[config.mk]
export PLATFORM = sky130hd
export DESIGN_NAME = dcache_write_buffer
export DESIGN_NICKNAME = d
export VERILOG_FILES = /design/src/rtl/dcache_write_buffer.sv
export SDC_FILE = /design/constraint.sdc
export NUM_CORES = 1
export LEC_CHECK = 0
export BUFFER_PORTS_ARGS = -buffer_cell sky130_fd_sc_hd__buf_2
export CAP_MARGIN = 20
export CORE_MARGIN = 4
export CORE_UTILIZATION = 40
export CTS_BUF_LIST = sky130_fd_sc_hd__clkbuf_8
export DETAILED_ROUTE_END_ITERATION = 12
export GPL_TIMING_DRIVEN = 0
export PLACE_DENSITY = 0.58
export SYNTH_ARGS = -nofsm -noshare
export SYNTH_HDL_FRONTEND = slang
export SYNTH_SLANG_ARGS = --single-unit
[constraint.sdc]
create_clock -name clk -period 5.8 [get_ports clk]
set_input_delay 0.58 -clock clk [delete_from_list [all_inputs] [get_ports clk]]
set_output_delay 0.58 -clock clk [all_outputs]
set_load 0.03 [all_outputs]
[src/rtl/dcache_write_buffer.sv]
// Posted-write buffer between the data cache backend and the memory arbiter.
// Writes are acked early and drained in order; reads wait until the buffer is empty.
module dcache_write_buffer #(
   parameter int DEPTH = 8
) (
   input  logic        clk,
   input  logic        reset,
   input  logic        enabled,
   input  logic [19:1] c_addr,
   input  logic [15:0] c_data_out,
   output logic [15:0] c_data_in,
   input  logic        c_access,
   output logic        c_ack,
   input  logic        c_wr_en,
   input  logic [1:0]  c_bytesel,
   output logic [19:1] m_addr,
   output logic [15:0] m_data_out,
   input  logic [15:0] m_data_in,
   output logic        m_access,
   input  logic        m_ack,
   output logic        m_wr_en,
   output logic [1:0]  m_bytesel,
   output logic        empty
);
   localparam int PTR_W = (DEPTH > 1) ? $clog2(DEPTH) : 1;
   localparam int CNT_W = PTR_W + 1;
   localparam logic [CNT_W-1:0] FULL_CNT = CNT_W'(DEPTH);

   typedef enum logic [1:0] {IDLE, DRAIN, READ} state_t;

   state_t             state;
   logic [19:1]        fifo_addr [DEPTH];
   logic [15:0]        fifo_data [DEPTH];
   logic [1:0]         fifo_bsel [DEPTH];
   logic [PTR_W-1:0]   wr_ptr;
   logic [PTR_W-1:0]   rd_ptr;
   logic [CNT_W-1:0]   count;
   logic [CNT_W-1:0]   count_next;
   logic               buffered;
   logic               wr_ack;
   logic               push;
   logic               pop;
   logic               read_start;

   // A full buffer still accepts a write in the cycle the head drains.
   assign pop        = (state == DRAIN) && m_ack;
   assign push       = buffered && enabled && c_access && c_wr_en && !wr_ack &&
                       ((count != FULL_CNT) || pop);
   assign read_start = buffered && enabled && c_access && !c_wr_en && !wr_ack &&
                       (count == '0);
   assign count_next = count + CNT_W'(push) - CNT_W'(pop);
   assign empty      = (count == '0) && (state != DRAIN);

   always_ff @(posedge clk or posedge reset) begin
      if (reset) begin
         state    <= IDLE;
         count    <= '0;
         wr_ptr   <= '0;
         rd_ptr   <= '0;
         wr_ack   <= 1'b0;
         buffered <= 1'b1;
      end else begin
         wr_ack <= push;
         count  <= count_next;
         if (push)
            wr_ptr <= wr_ptr + PTR_W'(1);
         if (pop)
            rd_ptr <= rd_ptr + PTR_W'(1);

         case (state)
            IDLE: begin
               if ((count != '0) || push)
                  state <= DRAIN;
               else if (read_start)
                  state <= READ;
            end
            DRAIN: begin
               if (pop && (count_next == '0))
                  state <= IDLE;
            end
            READ: begin
               if (m_ack)
                  state <= IDLE;
            end
            default: state <= IDLE;
         endcase

         // Leave buffered mode only once fully drained and idle; re-enter only with the bus idle.
         if (buffered && !enabled && (state == IDLE) && (count == '0) && !wr_ack)
            buffered <= 1'b0;
         else if (!buffered && enabled && !c_access)
            buffered <= 1'b1;
      end
   end

   always_ff @(posedge clk) begin
      if (push) begin
         fifo_addr[wr_ptr] <= c_addr;
         fifo_data[wr_ptr] <= c_data_out;
         fifo_bsel[wr_ptr] <= c_bytesel;
      end
   end

   always_comb begin
      m_addr     = '0;
      m_data_out = '0;
      m_access   = 1'b0;
      m_wr_en    = 1'b0;
      m_bytesel  = '0;
      c_ack      = 1'b0;
      c_data_in  = '0;
      if (!buffered) begin
         m_addr     = c_addr;
         m_data_out = c_data_out;
         m_access   = c_access;
         m_wr_en    = c_wr_en;
         m_bytesel  = c_bytesel;
         c_ack      = m_ack;
         c_data_in  = m_data_in;
      end else begin
         c_ack = wr_ack;
         case (state)
            DRAIN: begin
               m_access   = 1'b1;
               m_wr_en    = 1'b1;
               m_addr     = fifo_addr[rd_ptr];
               m_data_out = fifo_data[rd_ptr];
               m_bytesel  = fifo_bsel[rd_ptr];
            end
            READ: begin
               m_access  = 1'b1;
               m_addr    = c_addr;
               m_bytesel = c_bytesel;
               c_ack     = m_ack;
               c_data_in = m_ack ? m_data_in : 16'h0000;
            end
            default: ;
         endcase
      end
   end
endmodule

==> flow_summary.toml, run 1 <==
[status]
status = "completed"

[global_route]
grt_pass1_wl_um = 42800
first_global_vias = 7055
grt_use_total_pct = 16.6
grt_max_degree = 23
grt-ovfl-total = 0
antenna_found_initial = 2

[sta]
rsz0062_at_grt = "false"
slew-limit-headroom_pct = 44.5
worst_pin_slew_ns = 0.833
period_minus_slack_ns = 3.91
hold_viol = 0
setup_viol = 0
timing.final.crit_share_pct = 67.4
tns_ns = 0
clock_skew_ns = 0.0217
max_freq_mhz = 256
final_max_slew_viol_count = 0

[synthesis]
syn_area_sq_um = 12500
synth_edf_count = 296
yosys.cell_count.top_type = "edfxtp_1"
avgSynthCellArea_sq_um = 19.9
ys_warn_count = 0
syn_inst = 629
ys_types = 42
ys_ff_latch = 310
synth_ff_type = "edfxtp_1"
netlist_top_cells_count = "edfxtp_1, mux4_2, mux2i_1"
syn_nets = 699
synth_top_area_cell = "edfxtp_1"
netlist.area_leader.share_pct = 71.0
async_flop_share_pct = 4.52
synth.area.top_cells = "edfxtp_1, mux4_2, mux2i_1, dfrtp_1, nand2_1"
seq_area_frac_synth_pct = 73.8

[routing]
first_iter_violations = 531
viasPerCell = 5.30
ant_nets = 0
drc = 0
vias = 6616
drtPass1Iterations = 4
drt_wl_total_um = 28100
wl_per_cell_um = 22.5

[flow_run]
max_cap_viol_count = 0

[floorplan]
die-width_um = 185
core-area_sq_um = 30700
die_area_sq_um = 34200
num_rows = 64
io_pins = 116
die_h_um = 185
initial_utilization_pct = 40.7

[clocking]
ctsResizeCount = 0
htree_num_levels = 2
clk-insertion-delay-late_ns = 0.55
clockBufferDepth = 3
cts_sinks = 310
clk_pin_slew_ns = 0.06
cts_buffers = 50
hold_buffers = 0
cts_setup_buffers = 0
cts_tree = "yes"
root_buffer = "clkbuf_8"

[setup_path]
arrival_ns = 4.36
end_kind = "register"
cp.required_ns = 6.26
critical_path_class = "register to register"
critPathLaunchType = "register"
ff2ff_setup_slack_ns = 1.89
path_max_fanout = 9

[hold_path]
min_path_type = "primary input to asynchronous set/reset pin"

[power]
peakVddDrop_mv = 0.276
power_leakage_uw = 0.00530
pwr_density_cell_nw_per_um2 = 464

[finish]
syn2layout_area_growth_pct = 18.3
nNetsFinal = 886
drive_gt1_share_pct = 35.0
num_antenna_cells = 0
post-route-util_pct = 48.2

[placed_design]
io_buffers = 115
place_congestion = 0.775
hpwl_um = 18100
## registers in the layout (all words and copies together), names as in the netlist
signal / cells
fifo_addr: 152
rd_ptr: 3
state: 2
count: 4
wr_ack: 1
buffered: 1
wr_ptr: 3
fifo_data: 128
fifo_bsel: 16
## cell usage in the layout (no fill, tap or decap), types with 3 or more instances in the layout
| master | n |
|---|---|
| a21oi_1 | 4 |
| and2b_1 | 6 |
| buf_12 | 4 |
| buf_2 | 123 |
| buf_4 | 7 |
| buf_6 | 12 |
| buf_8 | 4 |
| clkbuf_1 | 15 |
| clkbuf_8 | 51 |
| clkinv_1 | 11 |
| clkinv_2 | 4 |
| dfrtp_1 | 13 |
| edfxtp_1 | 296 |
| ha_1 | 10 |
| inv_1 | 47 |
| mux2i_1 | 37 |
| mux4_2 | 74 |
| nand2_1 | 34 |
| nand3_1 | 4 |
| nor2_1 | 3 |
| nor2b_1 | 11 |
| o21ai_0 | 25 |
| o22ai_1 | 17 |
| xnor2_1 | 4 |
## metrics by stage
stage / instances / worst slack, ns / total power (uW) / hold WS (ns) / instance area (sq um)
6_report: 1248 / 1.89 / 6870 / 0.0968 / 14800
5_1_grt: 1248 / 1.66 / 7240 / 0.122 / 14800
4_1_cts: 1248 / 1.94 / 6950 / 0.0885 / 14800
3_5_place_dp: 1160 / 1.96 / 5240 / 0.536 / 13900
3_3_place_gp: 1140 / -2.10 / 5170 / 0.528 / 13600
2_1_floorplan: 629 / 1.13 / 4480 / 0.469 / 12500
## logic make-up after synthesis
family	share of synthesized area (%)
mux	16.4
fa+ha+maj	1.16
buf+inv	2.09
simple gates	3.23
xor+xnor	0.420
compound gates	2.86
flops	73.8
## final timing paths
kind | startpoint | endpoint | cells past startpoint
worst max register to register | state[1] | state[1] | 13
worst max-delay path | state[1] | state[1] | 13
max in group asynchronous | reset | count[1] | 2
worst min-delay path | reset | wr_ack | 2
worst min register to register | count[0] | count[0] | 1
min in group clk | enabled | buffered | 3
## worst max-delay path, cell delays in order, from the launching register on
cell and delay [ns]:
dfrtp_1 0.39, inv_1 0.11, ha_1 0.33, nand2_2 0.19, a311oi_4 0.56, nand2_1 0.10
nand2_1 0.09, ha_1 0.20, inv_1 0.08, fa_1 0.55, or4bb_1 0.50, a211oi_1 0.37
o311ai_1 0.18, a2bb2oi_1 0.19
## layer usage
layer  global-route usage [%]  vias to the layer above  routed length [um]
li1                         -                     2921                   -
met1                     22.5                     3419               12000
met2                     28.0                      223               13800
met3                     3.46                       49                1780
met4                     3.88                        4                 469
met5                        0                        -                  26
## report_power, final
part           switching, uW  total [uW]  internal, uW
Combinational           1540        2540           996
Clock                    812        1710           901
Sequential              41.4        2620          2580
Total                   2390        6870          4470
## final cells by class
class	instances	area [sq um]
inverter	28	105
sequential	310	9240
buffer	32	156
clock buffer	51	702
tap	396	495
timing repair buffer	135	851
clock inverter	37	200
fill	2618	15900
multi-input combinational	259	3060
(Power assumes the default switching activity.)
==> inputs of run 2 (changes only) <==
--- a/config.mk
+++ b/config.mk
@@ -12,7 +12,7 @@
 export CTS_BUF_LIST = sky130_fd_sc_hd__clkbuf_8
 export DETAILED_ROUTE_END_ITERATION = 12
 export GPL_TIMING_DRIVEN = 0
-export PLACE_DENSITY = 0.58
+export PLACE_DENSITY = 0.61
 export SYNTH_ARGS = -nofsm -noshare
 export SYNTH_HDL_FRONTEND = slang
 export SYNTH_SLANG_ARGS = --single-unit
==> constraint.sdc (replaced) <==
create_clock -name clk -period 3.2 [get_ports clk]
set_input_delay 0.32 -clock clk [delete_from_list [all_inputs] [get_ports clk]]
set_output_delay 0.32 -clock clk [all_outputs]
set_load 0.03 [all_outputs]
==> run 2 against run 1 <==
Against the previous run:
- register-to-register slack worse by 1.8 ns
- final cell count shrank 0.16%
- highest routed layer unchanged
- critical endpoint is now state[0]
- die area stayed put
- worst setup slack worse by 1.8 ns
==> flow_summary.toml, run 2 (synthesis gave the netlist of run 1 again) <==
[setup_path]
arrival_ns = 3.55
critPathLaunchType = "register"
end_kind = "register"
critical_path_class = "register to register"
reg2reg_from = "buffered"
path_max_fanout = 10
startpoint = "buffered"
cp.required_ns = 3.63

[global_route]
grt_max_degree = 24
top_usage_layer = "met2"
grt_use_total_pct = 16.2
grt_pass1_wl_um = 41400
grt_use_met2_pct = 26.5
first_global_vias = 6725
grt_use_met1_pct = 22.4
grt-ovfl-total = 0
antenna_found_initial = 4
use_met3_pct = 3.79

[finish]
nNetsFinal = 889
syn2layout_area_growth_pct = 19.5
num_antenna_cells = 0
multi_input_area_sq_um = 3170
largest_reg_flops = 152
seqCellArea_sq_um = 9240
largest-register = "fifo_addr"
drive_gt1_share_pct = 36.6
post-route-util_pct = 48.7
final_cells = 1246
final_common_cell = "edfxtp_1"
mostFrequentLayoutCells = "edfxtp_1, buf_2, mux4_2"
reg.largest.list = "fifo_addr: 152 flops, fifo_data: 128 flops, fifo_bsel: 16 flops"
nFillCells = 2630

[placed_design]
hpwl_um = 17400
io_buffers = 115
place_congestion = 0.714
dp_cells = 1154
place_ws_ns = -0.440

[power]
pwr_density_cell_nw_per_um2 = 836
power.total_uw = 12500
peakVddDrop_mv = 0.494
power_leakage_uw = 0.00533

[sta]
rsz0062_at_grt = "true"
clock_skew_ns = 0.0259
hold_viol = 0
worst_slack_ns = 0.0709
setup_viol = 0
timing.final.crit_share_pct = 97.8
worst_pin_slew_ns = 0.904
max_freq_mhz = 320
final_max_slew_viol_count = 0
period_minus_slack_ns = 3.13
tns_ns = 0
slew-limit-headroom_pct = 39.5

[clocking]
clockBufferDepth = 3
cts_buffers = 50
root_buffer = "clkbuf_8"
clk-insertion-delay-late_ns = 0.56
clk_pin_slew_ns = 0.06
cts_tree = "yes"
cts_sinks = 310
htree_num_levels = 2

[hold_path]
min_path_type = "primary input to register"
hold_path.startpoint = "c_addr[9]"

[routing]
drt_wl_total_um = 27600
viasPerCell = 5.21
ant_nets = 0
drc = 0
wl_per_cell_um = 22.1
vias = 6496
drtPass1Iterations = 4
first_iter_violations = 368

[floorplan]
io_pins = 116
die_h_um = 185
core-area_sq_um = 30700
initial_utilization_pct = 40.7
num_rows = 64
die_area_sq_um = 34200
die-width_um = 185

[status]
status = "completed"

[flow_run]
max_cap_viol_count = 0
run 2: layer usage:
| layer | part of all wire [%] | wire length [um] |
|---|---|---|
| met1 | 43 | 11900 |
| met2 | 49 | 13400 |
| met3 | 6.6 | 1820 |
| met4 | 1.5 | 403 |
| met5 | 0.22 | 61 |
run 2: timing repair:
item                                    in CTS  in global routing
gates resized for setup                      4                 22
pin swaps                                    6                  3
hold endpoints to repair                    16                  0
endpoints found under the setup margin      43                 23
buffers inserted                             3                  3
hold buffers                                 3                  0
run 2: worst paths after layout:
path	slack, ns	cells past startpoint	to
max	0.07	12	state[0]
min	0.04	1	fifo_addr[2][8]
max reg2reg	0.07	12	state[0]
min reg2reg	0.55	1	wr_ptr[1]
max in group asynchronous	2.40	3	rd_ptr[2]
min in group asynchronous	0.39	3	count[1]
run 2: cell type report:
cell class	count	area share, %
sequential	310	61.7
clock inverter	32	1.07
inverter	28	0.702
clock buffer	51	4.69
multi-input combinational	259	21.2
buffer	32	1.11
tap	396	3.31
timing repair buffer	138	6.22
run 2: through the flow:
step                hold slack, ns  cell area, sq um
global placement             0.426             13600
detailed placement           0.429             13900
global route                0.0149             15000
CTS                       0.000851             14900
floorplan                    0.209             12600
finish                      0.0366             15000
run 2: worst max-delay path: stages (launching register included):
cell,delay [ns]
dfstp_2,0.53
buf_6,0.13
nand4b_4,0.12
a311oi_4,0.26
nand2_1,0.10
nand2_2,0.09
ha_4,0.13
inv_1,0.04
fa_1,0.53
or4bb_4,0.50
a211oi_4,0.27
o31a_1,0.20
o22ai_1,0.08
run 2: report_power, final:
group	internal (uW)	switching (uW)	total [uW]	leakage [uW]
registers	4670	82.1	4760	0.00283
logic	1900	2840	4740	0.00200
clock network	1550	1470	3020	0.000499
==> inputs of run 3 (changes only) <==
--- a/config.mk
+++ b/config.mk
@@ -8,11 +8,10 @@
 export BUFFER_PORTS_ARGS = -buffer_cell sky130_fd_sc_hd__buf_2
 export CAP_MARGIN = 20
 export CORE_MARGIN = 4
-export CORE_UTILIZATION = 40
-export CTS_BUF_LIST = sky130_fd_sc_hd__clkbuf_8
+export CORE_UTILIZATION = 53
 export DETAILED_ROUTE_END_ITERATION = 12
 export GPL_TIMING_DRIVEN = 0
-export PLACE_DENSITY = 0.61
+export PLACE_DENSITY = 0.76
 export SYNTH_ARGS = -nofsm -noshare
 export SYNTH_HDL_FRONTEND = slang
 export SYNTH_SLANG_ARGS = --single-unit
==> run 3 against run 2 <==
Against the previous run:
- clock skew down 0.018 ns
- clock power up 5%
- routed wire length about the same
- critical path depth down 1
- core utilization up 16 points
- via count up 1.9%
- worst hold slack better by 0.011 ns
- power up 1.1%
==> flow_summary.toml, run 3 (synthesis gave the netlist of run 1 again) <==
[setup_path]
arrival_ns = 3.50
slowest_delay_ns = 0.56
path_cells = "nand4b_4 -> a311oi_4 -> nand2_1 -> nand2_2 -> ha_4 -> inv_1 -> fa_1 -> or4bb_4 -> a211oi_4 -> o31a_1 -> o22ai_1"
end_kind = "register"
critical_path_class = "register to register"
crit_slowest_cell = "dfstp_2"
path_max_fanout = 3
critPathLaunchType = "register"
cp.required_ns = 3.61

[routing]
viasPerCell = 5.87
drt_wl_total_um = 27600
first_iter_violations = 569
wl_per_cell_um = 24.4
drtPass1Iterations = 5
drc = 0
ant_nets = 0
vias = 6618

[global_route]
grt_max_degree = 27
first_global_vias = 6941
antenna_found_initial = 3
grt-ovfl-total = 0
grt_use_total_pct = 21.2
grt_pass1_wl_um = 41700

[placed_design]
dpl-instance-area_sq_um = 13800
hpwl_um = 17300
place_congestion = 0.756
io_buffers = 115

[floorplan]
die_area_sq_um = 26100
num_rows = 55
core-area_sq_um = 22900
die_h_um = 162
io_pins = 116
initial_utilization_pct = 54.6
die-width_um = 162

[clocking]
cts_buffers = 28
cts_sinks = 310
clk-insertion-delay-late_ns = 0.53
htree_num_levels = 1
cts_tree = "yes"
clk_pin_slew_ns = 0.07
root_buffer = "clkbuf_16"
clockBufferDepth = 3

[sta]
timing.final.crit_share_pct = 96.6
final_max_slew_viol_count = 0
slew-limit-headroom_pct = 38.3
setup_viol = 0
clock_skew_ns = 0.00775
worst_pin_slew_ns = 0.923
max_freq_mhz = 323
hold_viol = 0
tns_ns = 0
period_minus_slack_ns = 3.09

[finish]
nFillCells = 1482
reg.largest.list = "fifo_addr: 152 flops, fifo_data: 128 flops, fifo_bsel: 16 flops"
drive_gt1_share_pct = 34.9
largest-register = "fifo_addr"
mostFrequentLayoutCells = "edfxtp_1, buf_2, mux4_2"
final_common_cell = "edfxtp_1"
multi_input_area_sq_um = 3140
largest_reg_flops = 152
nNetsFinal = 863
syn2layout_area_growth_pct = 18.2
num_antenna_cells = 0
final_area_sq_um = 14800
seqCellArea_sq_um = 9240

[flow_run]
max_cap_viol_count = 0

[power]
pwr_density_cell_nw_per_um2 = 855
peakVddDrop_mv = 0.528
power_leakage_uw = 0.00521

[status]
status = "completed"

[hold_path]
min_path_type = "primary input to register"
[run 3: cell count changes in the layout (fill, tap and decap cells not counted), moves of 3 or more]
cell,previous run,this run
clkbuf_2,5,0
clkbuf_16,0,29
inv_1,42,27
clkinv_1,11,5
clkbuf_1,9,23
clkbuf_8,51,0
clkinvlp_4,0,3
[run 3: power by group]
part	leakage, uW	total (uW)	internal [uW]	switching, uW
logic	0.00196	4710	1860	2850
registers	0.00283	4760	4670	86.7
clock network	0.000419	3180	1820	1360
[run 3: stage by stage]
stage / worst slack, ns / total power, uW / hold slack [ns] / std cells / util (%)
floorplan: -0.164 / 8140 / 0.209 / 629 / -
global placement: -1.89 / 9290 / 0.386 / 1057 / 59.0
finish: 0.108 / 12600 / 0.0480 / 1127 / 64.6
detailed placement: -0.468 / 9450 / 0.403 / 1072 / 60.4
global route: -0.00408 / 13200 / 0.0637 / 1127 / 64.6
CTS: 0.0129 / 12700 / 0.0398 / 1127 / 64.5
[run 3: routing by layer]
metal  vias to the layer above  track usage [%]  wire length (um)  share of wire, %
met2                       302             37.4             14400                52
li1                       2880                -                 -                 -
met5                         -                0                28              0.10
met3                        56             2.97              2010               7.3
met1                      3374             27.8             10400                38
met4                         6             6.50               735               2.7
[run 3: path summary, 6_finish.rpt]
check | startpoint | to | slack, ns | depth (start not counted)
hold / removal | enabled | buffered | 0.05 | 3
max in group asynchronous | reset | rd_ptr[0] | 2.42 | 3
setup / recovery | buffered | state[0] | 0.11 | 11
hold reg to reg | count[0] | count[0] | 0.57 | 1
min in group asynchronous | reset | count[2] | 0.41 | 3
setup reg to reg | buffered | state[0] | 0.11 | 11
[run 3: layout make-up]
| cell class | instances | area share (%) |
|---|---|---|
| Timing Repair Buffer | 135 | 6.07 |
| Inverter | 28 | 0.710 |
| Tap cell | 313 | 2.65 |
| Clock inverter | 14 | 0.820 |
| Sequential cell | 310 | 62.4 |
| Clock buffer | 37 | 5.11 |
| Multi-Input combinational cell | 259 | 21.2 |
| Buffer | 31 | 1.01 |
[run 3: worst max-delay path: cells and delay by family, from the launching register on]
family,cells,cell delay (ns)
compound gates,4,0.87
fa+ha+maj,2,0.68
buf+inv,1,0.05
simple gates,4,0.81
flops,1,0.56
[run 3: timing repair]
action / in CTS / in global routing
endpoints found under the setup margin: 51 / 6
buffers inserted: 4 / 0
hold buffers: 1 / 0
resized for setup: 9 / 3
pin swaps: 5 / 6
hold endpoints to repair: 13 / 0
cloned: 0 / 0
